$ cat src/rtl/lfsr_rng_pkg.sv
// lfsr_rng_pkg
//   Shared types and constants for the parametrised LFSR random source.
//   - rng_state_t   : request FSM encoding (IDLE, DRAW, HOLD)
//   - LEGAL_WIDTHS  : LFSR widths that have a tap mask
//   - lfsr_taps()   : Fibonacci tap mask for a given width (bit i set = tap on state[i])
//   - is_legal_width(): true when a width has a tap mask
package lfsr_rng_pkg;

  typedef enum logic [1:0] {
    IDLE = 2'd0,
    DRAW = 2'd1,
    HOLD = 2'd2
  } rng_state_t;

  localparam int NUM_LEGAL_WIDTHS = 4;
  localparam int LEGAL_WIDTHS [NUM_LEGAL_WIDTHS] = '{8, 16, 24, 32};

  // Maximal-length masks; returned right-aligned in 32 bits.
  function automatic logic [31:0] lfsr_taps(input int width);
    case (width)
      8:       return 32'h0000_00B8;
      16:      return 32'h0000_B400;
      24:      return 32'h00E1_0000;
      32:      return 32'hA300_0000;
      default: return 32'h0000_0000;
    endcase
  endfunction

  function automatic bit is_legal_width(input int width);
    for (int i = 0; i < NUM_LEGAL_WIDTHS; i++) begin
      if (LEGAL_WIDTHS[i] == width) return 1'b1;
    end
    return 1'b0;
  endfunction

endpackage

$ cat src/rtl/lfsr_rng_param_if.sv
// lfsr_rng_param_if
//   Request/deliver handshake between the game FSM (master) and the random
//   source (slave).
//   req       master->slave  request one value (taken only when the source is idle)
//   limit     master->slave  exclusive upper bound, 0 = unrestricted
//   rnd_ack   master->slave  consumer accepts rnd
//   rnd       slave->master  delivered value, stable while rnd_valid
//   rnd_valid slave->master  rnd holds a delivered value
//   rnd_fail  slave->master  draw budget exhausted, rnd forced to 0
interface lfsr_rng_param_if #(
  parameter int OUT_W = 4
);
  logic             req;
  logic [OUT_W-1:0] limit;
  logic             rnd_ack;
  logic [OUT_W-1:0] rnd;
  logic             rnd_valid;
  logic             rnd_fail;

  modport master (
    output req, limit, rnd_ack,
    input  rnd, rnd_valid, rnd_fail
  );

  modport slave (
    input  req, limit, rnd_ack,
    output rnd, rnd_valid, rnd_fail
  );
endinterface

$ cat src/rtl/btn_edge_sync.sv
// btn_edge_sync
//   Two-flop synchroniser for an asynchronous level, followed by a
//   rising-edge detector. rise_o is a one-cycle pulse, two cycles after the
//   level is first captured.
//   clk    system clock
//   rst    synchronous active-high reset
//   btn_i  asynchronous level input
//   rise_o single-cycle pulse on a synchronised 0->1 transition
module btn_edge_sync (
  input  logic clk,
  input  logic rst,
  input  logic btn_i,
  output logic rise_o
);

  logic sync1_q;
  logic sync2_q;
  logic prev_q;

  always_ff @(posedge clk) begin
    if (rst) begin
      sync1_q <= 1'b0;
      sync2_q <= 1'b0;
      prev_q  <= 1'b0;
    end else begin
      sync1_q <= btn_i;
      sync2_q <= sync1_q;
      prev_q  <= sync2_q;
    end
  end

  assign rise_o = sync2_q & ~prev_q;

endmodule

$ cat src/rtl/lfsr_rng_param.sv
// lfsr_rng_param
//   Free-running Fibonacci LFSR random source. A free-running cycle counter
//   is XORed into the state on each debounced button press for player-driven
//   entropy. Values are served over a req/valid/ack handshake, optionally
//   range-limited (value < limit) by rejection sampling.
//
//   Optional feature, macro LFSR_SEED_LOAD_EN: adds seed_load/seed ports that
//   force the LFSR state (seed 0 falls back to SEED_DEFAULT). Without the
//   macro the ports do not exist.
//
//   Ports
//   clk             system clock
//   rst             synchronous active-high reset
//   button_pressed  debounced button level, asynchronous
//   seed_load       (macro only) load seed into the LFSR this cycle
//   seed            (macro only) WIDTH-bit seed value
//   bus             slave side of lfsr_rng_param_if (req/limit/rnd/valid/ack/fail)
//
//   Parameters
//   WIDTH        LFSR width: 8, 16, 24 or 32
//   OUT_W        delivered value width, 1..WIDTH
//   SEED_DEFAULT reset and lock-up recovery state, nonzero after truncation
//   MAX_TRIES    draws per request before giving up, >= 1
//
//   state | meaning
//   IDLE  | waiting for req
//   DRAW  | sampling low LFSR bits, one try per cycle
//   HOLD  | rnd_valid high until rnd_ack
module lfsr_rng_param
  import lfsr_rng_pkg::*;
#(
  parameter int          WIDTH        = 8,
  parameter int          OUT_W        = 4,
  parameter logic [31:0] SEED_DEFAULT = 32'd1,
  parameter int          MAX_TRIES    = 8
) (
  input  logic               clk,
  input  logic               rst,
  input  logic               button_pressed,
`ifdef LFSR_SEED_LOAD_EN
  input  logic               seed_load,
  input  logic [WIDTH-1:0]   seed,
`endif
  lfsr_rng_param_if.slave    bus
);

  localparam logic [WIDTH-1:0] TAPS     = WIDTH'(lfsr_taps(WIDTH));
  localparam logic [WIDTH-1:0] SEED     = WIDTH'(SEED_DEFAULT);
  localparam int               TRY_W    = (MAX_TRIES > 1) ? $clog2(MAX_TRIES) : 1;
  localparam logic [TRY_W-1:0] LAST_TRY = TRY_W'(MAX_TRIES - 1);

  logic [WIDTH-1:0] lfsr_q, lfsr_d;
  logic [WIDTH-1:0] cnt_q;
  logic [WIDTH-1:0] lfsr_adv;
  logic [WIDTH-1:0] lfsr_cand;
  logic             btn_rise;

  rng_state_t       state_q, state_d;
  logic [TRY_W-1:0] tries_q, tries_d;
  logic [OUT_W-1:0] rnd_q, rnd_d;
  logic             fail_q, fail_d;
  logic [OUT_W-1:0] sample;

  btn_edge_sync u_btn (
    .clk    (clk),
    .rst    (rst),
    .btn_i  (button_pressed),
    .rise_o (btn_rise)
  );

  // Later assignments win: seed load over button mix over plain advance.
  always_comb begin
    lfsr_adv  = {lfsr_q[WIDTH-2:0], ^(lfsr_q & TAPS)};
    lfsr_cand = lfsr_adv;
    if (btn_rise) lfsr_cand = lfsr_adv ^ cnt_q;
`ifdef LFSR_SEED_LOAD_EN
    if (seed_load) lfsr_cand = seed;
`endif
    // All-zero is the LFSR's dead state; never let it in.
    lfsr_d = (lfsr_cand == '0) ? SEED : lfsr_cand;
  end

  always_ff @(posedge clk) begin
    if (rst) begin
      lfsr_q <= SEED;
      cnt_q  <= '0;
    end else begin
      lfsr_q <= lfsr_d;
      cnt_q  <= cnt_q + 1'b1;
    end
  end

  assign sample = lfsr_q[OUT_W-1:0];

  always_comb begin
    state_d = state_q;
    tries_d = tries_q;
    rnd_d   = rnd_q;
    fail_d  = fail_q;
    case (state_q)
      IDLE: begin
        if (bus.req) begin
          state_d = DRAW;
          tries_d = '0;
        end
      end
      DRAW: begin
        if ((bus.limit == '0) || (sample < bus.limit)) begin
          rnd_d   = sample;
          fail_d  = 1'b0;
          state_d = HOLD;
        end else if (tries_q == LAST_TRY) begin
          rnd_d   = '0;
          fail_d  = 1'b1;
          state_d = HOLD;
        end else begin
          tries_d = tries_q + 1'b1;
        end
      end
      HOLD: begin
        if (bus.rnd_ack) state_d = IDLE;
      end
      default: state_d = IDLE;
    endcase
  end

  always_ff @(posedge clk) begin
    if (rst) begin
      state_q <= IDLE;
      tries_q <= '0;
      rnd_q   <= '0;
      fail_q  <= 1'b0;
    end else begin
      state_q <= state_d;
      tries_q <= tries_d;
      rnd_q   <= rnd_d;
      fail_q  <= fail_d;
    end
  end

  assign bus.rnd       = rnd_q;
  assign bus.rnd_valid = (state_q == HOLD);
  assign bus.rnd_fail  = fail_q;

endmodule

$ cat src/flat_wrapper.sv
// flat-port wrapper written by rule: the top's interface ports become plain ports
module lfsr_rng_param_flat import lfsr_rng_pkg::*;
#(
  parameter int          WIDTH        = 8,
  parameter int          OUT_W        = 4,
  parameter logic [31:0] SEED_DEFAULT = 32'd1,
  parameter int          MAX_TRIES    = 8
)
  (clk, rst, button_pressed, bus_req, bus_limit, bus_rnd_ack, bus_rnd, bus_rnd_valid, bus_rnd_fail);
  lfsr_rng_param_if #(.OUT_W(OUT_W)) bus_i ();
  input  logic clk;
  input  logic rst;
  input  logic button_pressed;
  input wire logic [$bits(bus_i.req)-1:0] bus_req;
  input wire logic [$bits(bus_i.limit)-1:0] bus_limit;
  input wire logic [$bits(bus_i.rnd_ack)-1:0] bus_rnd_ack;
  output wire logic [$bits(bus_i.rnd)-1:0] bus_rnd;
  output wire logic [$bits(bus_i.rnd_valid)-1:0] bus_rnd_valid;
  output wire logic [$bits(bus_i.rnd_fail)-1:0] bus_rnd_fail;
  assign bus_i.req = bus_req;
  assign bus_i.limit = bus_limit;
  assign bus_i.rnd_ack = bus_rnd_ack;
  assign bus_rnd = bus_i.rnd;
  assign bus_rnd_valid = bus_i.rnd_valid;
  assign bus_rnd_fail = bus_i.rnd_fail;
  lfsr_rng_param #(.WIDTH(WIDTH), .OUT_W(OUT_W), .SEED_DEFAULT(SEED_DEFAULT), .MAX_TRIES(MAX_TRIES)) u_core (.clk(clk), .rst(rst), .button_pressed(button_pressed), .bus(bus_i));
endmodule
$ cat config.mk
export PLATFORM = sky130hd
export DESIGN_NAME = lfsr_rng_param_flat
export DESIGN_NICKNAME = d
export VERILOG_FILES = /design/src/rtl/lfsr_rng_pkg.sv /design/src/rtl/lfsr_rng_param_if.sv /design/src/rtl/btn_edge_sync.sv /design/src/rtl/lfsr_rng_param.sv /design/src/flat_wrapper.sv
export SDC_FILE = /design/constraint.sdc
export NUM_CORES = 1
export LEC_CHECK = 0
export BUFFER_PORTS_ARGS = -buffer_cell sky130_fd_sc_hd__buf_2
export CAP_MARGIN = 30
export CORE_ASPECT_RATIO = 0.6
export CORE_MARGIN = 2
export CORE_UTILIZATION = 50
export DETAILED_ROUTE_END_ITERATION = 7
export PLACE_DENSITY = 0.75
export SLEW_MARGIN = 25
export SYNTH_ARGS = -nofsm -noshare
export SYNTH_HDL_FRONTEND = slang
export SYNTH_SLANG_ARGS = --single-unit
$ cat constraint.sdc
create_clock -name clk -period 2.2 [get_ports clk]
set_input_delay 0.11 -clock clk [delete_from_list [all_inputs] [get_ports clk]]
set_output_delay 0.11 -clock clk [all_outputs]
set_load 0.02 [all_outputs]
==> key figures <==
Status
  • Outcome: completed

Worst setup path
  • WP data required: 2340 ps
  • Reg-to-Reg End: u_core.bus.rnd[2]$_SDFFE_PP0P_
  • R2R setup slack: around 400 ps
  • Crit. End Element: register
  • Arrival @ worst endpoint: 1930 ps
  • WS Path Type: register to register
  • R2R depth: 5
  • Reg2reg start: u_core.lfsr_q[3]$_SDFF_PP0_
  • Startpoint types: register
  • Crit Path Max Fanout: 7

Floorplan
  • Core area: 2820 µm²
  • Die height: 45.8 µm
  • # IOs: 15
  • Die width: 73.6 µm
  • Row cnt: 15
  • Initial Utilization: 0.516
  • Die area: 3370 µm²

Place
  • Buffers on Ports: 14
  • Placed Cells: about 220
  • GP Congestion: 0.907
  • Placement Cell Area: 1550 µm²
  • DP Wirelength: around 2200 µm

Clock network
  • CTS Hold Bufs: 0
  • Max Buffers Root-to-Sink: 2
  • CTS tree: built
  • Clock Sinks: 29
  • H-tree depth: 2
  • Post-cts resize count: 0
  • Worst-path clk slew: 60 ps
  • CTS Buf Count: 5
  • Clk_lat worst skew: roughly 280 ps
  • Post-CTS Setup Bufs: 0
  • Clock root buffer: clkbuf_8

Drt
  • Number of DRC markers in iteration 0: 87
  • Initial DRT Pass Iterations: 4
  • Via density per instance: 5.43
  • Vias: roughly 1.2k
  • Drt wl/cell: 13.9 µm
  • Post-route ant nets: 0
  • Total routed wirelength: 3110 µm
  • Residual DRC count: 0

Synthesis
  • Compound-Gate Fraction of Synth Area: 0.130
  • Sequential area share after synthesis: 0.399
  • Async S/R FF share, synth: 0
  • Syn_nets: 189
  • Multiplexer area fraction after synthesis: 0.00775
  • Synth Register Bits: 29
  • Synth Area in Simple Gates: 0.254
  • Largest family of logic cells by synthesized area: simple AND/OR/NAND/NOR gates
  • Adder-Cell Fraction of Synth Area: 0.0516
  • EDFF count, synth: 0
  • Post-synth cell types: 32
  • Synth Area in XOR/XNOR: 0.120
  • Warnings, synthesis: 0
  • Main synth FF type: dfxtp_1
  • Gate Count Post-Synth: ~170
  • Synth Area per Inst: 8.36 µm²
  • Synth Cell Area: around 1500 µm²

STA
  • Slew Viols, Final: 0
  • Final Hold Fails: 0
  • Fin crit share: 0.813
  • Worst-Margin Slew: 710 ps
  • Post-layout minimum cycle time: 1790 ps
  • Setup TNS: 0 ps
  • Skew final: 7.23 ps
  • RSZ-0062 raised after global routing: false
  • Relative slew slack: 0.522
  • Max Fclk: 559 MHz
  • Finish-stage setup viols: 0

Min path
  • WHS Path Cells: 2
  • Hold Path Class: input port to register
  • Worst hold path startpoint: button_pressed
  • Hold Path End: u_core.u_btn.sync1_q$_SDFF_PP0_

Power and ir drop
  • Sw power: between 0.0003 and 0.0004 W
  • Internal: 0.000978 W
  • Comb pwr share: 0.108
  • Clock power share: 0.440
  • Pleak: 0.676 nW
  • Sequential fraction of design power: 0.452
  • PD cells: 774 nW/µm²
  • Worst IR Drop VDD: 0.382 mV
  • Switching share of power: 0.240
  • Total power: approximately 0.0013 W

GRT
  • Global route total overflow: 0
  • Initial antenna violation count: 0
  • Total Routing Usage GR: 0.209
  • Largest net degree at the start of global routing: 34
  • First-pass GRT wire length: 5040 µm
  • Number of global-route vias before repair: around 1.1k

Finish
  • Post-Route Utilization: 0.591
  • Layout cells sized above 1: 0.116
  • Post-route cell area: 1660 µm²
  • Area growth, synth to finish: 14.4%
  • Final nets: 204
  • Final non-filler cell total: 224
  • ANT cells: 0

Run
  • Max-Cap Viols: 0
sequential cells by signal, indices dropped and copies added (netlist names):
name,flops
u_core.bus.rnd,4
u_core.u_btn.sync2_q,1
u_core.u_btn.sync1_q,1
u_core.tries_q,3
u_core.u_btn.prev_q,1
u_core.bus.rnd_fail,1
u_core.lfsr_q,8
u_core.state_q,2
u_core.cnt_q,8
layer usage:
metal / GRT usage / part of all wire / up-vias
met5: 0 / 0 / -
met4: 0.0836 / 0.0074 / 0
met3: 0.0863 / 0.046 / 2
met2: 0.296 / 0.41 / 24
met1: 0.282 / 0.54 / 576
li1: - / - / 615
worst max-delay path: stages, from the launching register on:
cell and delay [ps]:
dfxtp_1 480, ha_1 310, a21oi_1 180, o21ai_1 150, a21oi_1 380, o32ai_1 140
final cells by class:
class / count / area [µm²]
clock inverter: 1 / 30.0
tap: 34 / 42.5
multi-input combinational: 131 / 820
fill: 253 / 1150
sequential: 29 / 581
clock buffer: 7 / 86.3
inverter: 7 / 26.3
timing repair buffer: 15 / 77.6
through the flow:
step	hold WS, ps	setup WS (ps)
4_1_cts	34.7	426
6_report	38.6	411
3_3_place_gp	336	540
2_1_floorplan	238	606
3_5_place_dp	340	434
5_1_grt	62.4	229
power groups by stage:
stage	combinational, W	sequential [W]	clock, W
final	0.000139	0.000582	0.000566
after global routing	0.000155	0.000585	0.000598
after CTS	0.000138	0.000582	0.000574
after detailed placement	0.000136	0.000593	0
after global placement	0.000132	0.000591	0
after floorplan	0.000103	0.000585	0
logic make-up (layout without fill, tap and decap cells):
logic type      Yosys count  count (layout)
buf+inv                  14              30
fa+ha+maj                 6               6
flops                    29              29
compound gates           30              30
xor+xnor                 20              20
simple gates             74              74
mux                       1               1
worst max path at each step:
stage / start / end / slack [ps] / cells past startpoint
after floorplan: u_core.tries_q[0]$_SDFFE_PP0P_ / u_core.tries_q[0]$_SDFFE_PP0P_ / 610 / 5
after global placement: u_core.tries_q[0]$_SDFFE_PP0P_ / u_core.tries_q[0]$_SDFFE_PP0P_ / 540 / 5
after detailed placement: u_core.lfsr_q[3]$_SDFF_PP0_ / u_core.bus.rnd[2]$_SDFFE_PP0P_ / 430 / 5
after CTS: u_core.tries_q[0]$_SDFFE_PP0P_ / u_core.tries_q[0]$_SDFFE_PP0P_ / 430 / 5
after global routing: u_core.lfsr_q[3]$_SDFF_PP0_ / u_core.bus.rnd[2]$_SDFFE_PP0P_ / 230 / 5
final: u_core.lfsr_q[3]$_SDFF_PP0_ / u_core.bus.rnd[2]$_SDFFE_PP0P_ / 410 / 5
layout by cell type, fill, tap and decap left out, drive strengths merged, types with 8 or more instances in the layout:
cell	n
dfxtp	29
nor2	23
buf	15
xor2	13
nor2b	12
nand2	12
a21oi	9
o21ai	8
synthesized netlist by cell type, types with 2 or more instances:
library cell  instances  area [µm²]
o22ai_1               2        12.5
nand4_1               2        12.5
xnor2_1               7        61.3
a31oi_1               2        12.5
nor2b_1              12        75.1
nand3_1               7        35.0
nor2_1               23        86.3
xor2_1               13         114
inv_1                 7        26.3
o21ai_1               2        10.0
nand2_1              12        45.0
or3_1                 2        12.5
a21oi_1               9        45.0
ha_1                  6        75.1
clkbuf_1              6        22.5
dfxtp_1              29         581
nor3b_1               2        15.0
o21ai_0               6        30.0
o32ai_1               5        43.8
nand2b_1              6        37.5
nor3_1                2        10.0
and3_1                2        12.5
Note: power is estimated with default switching activity, not from simulation.
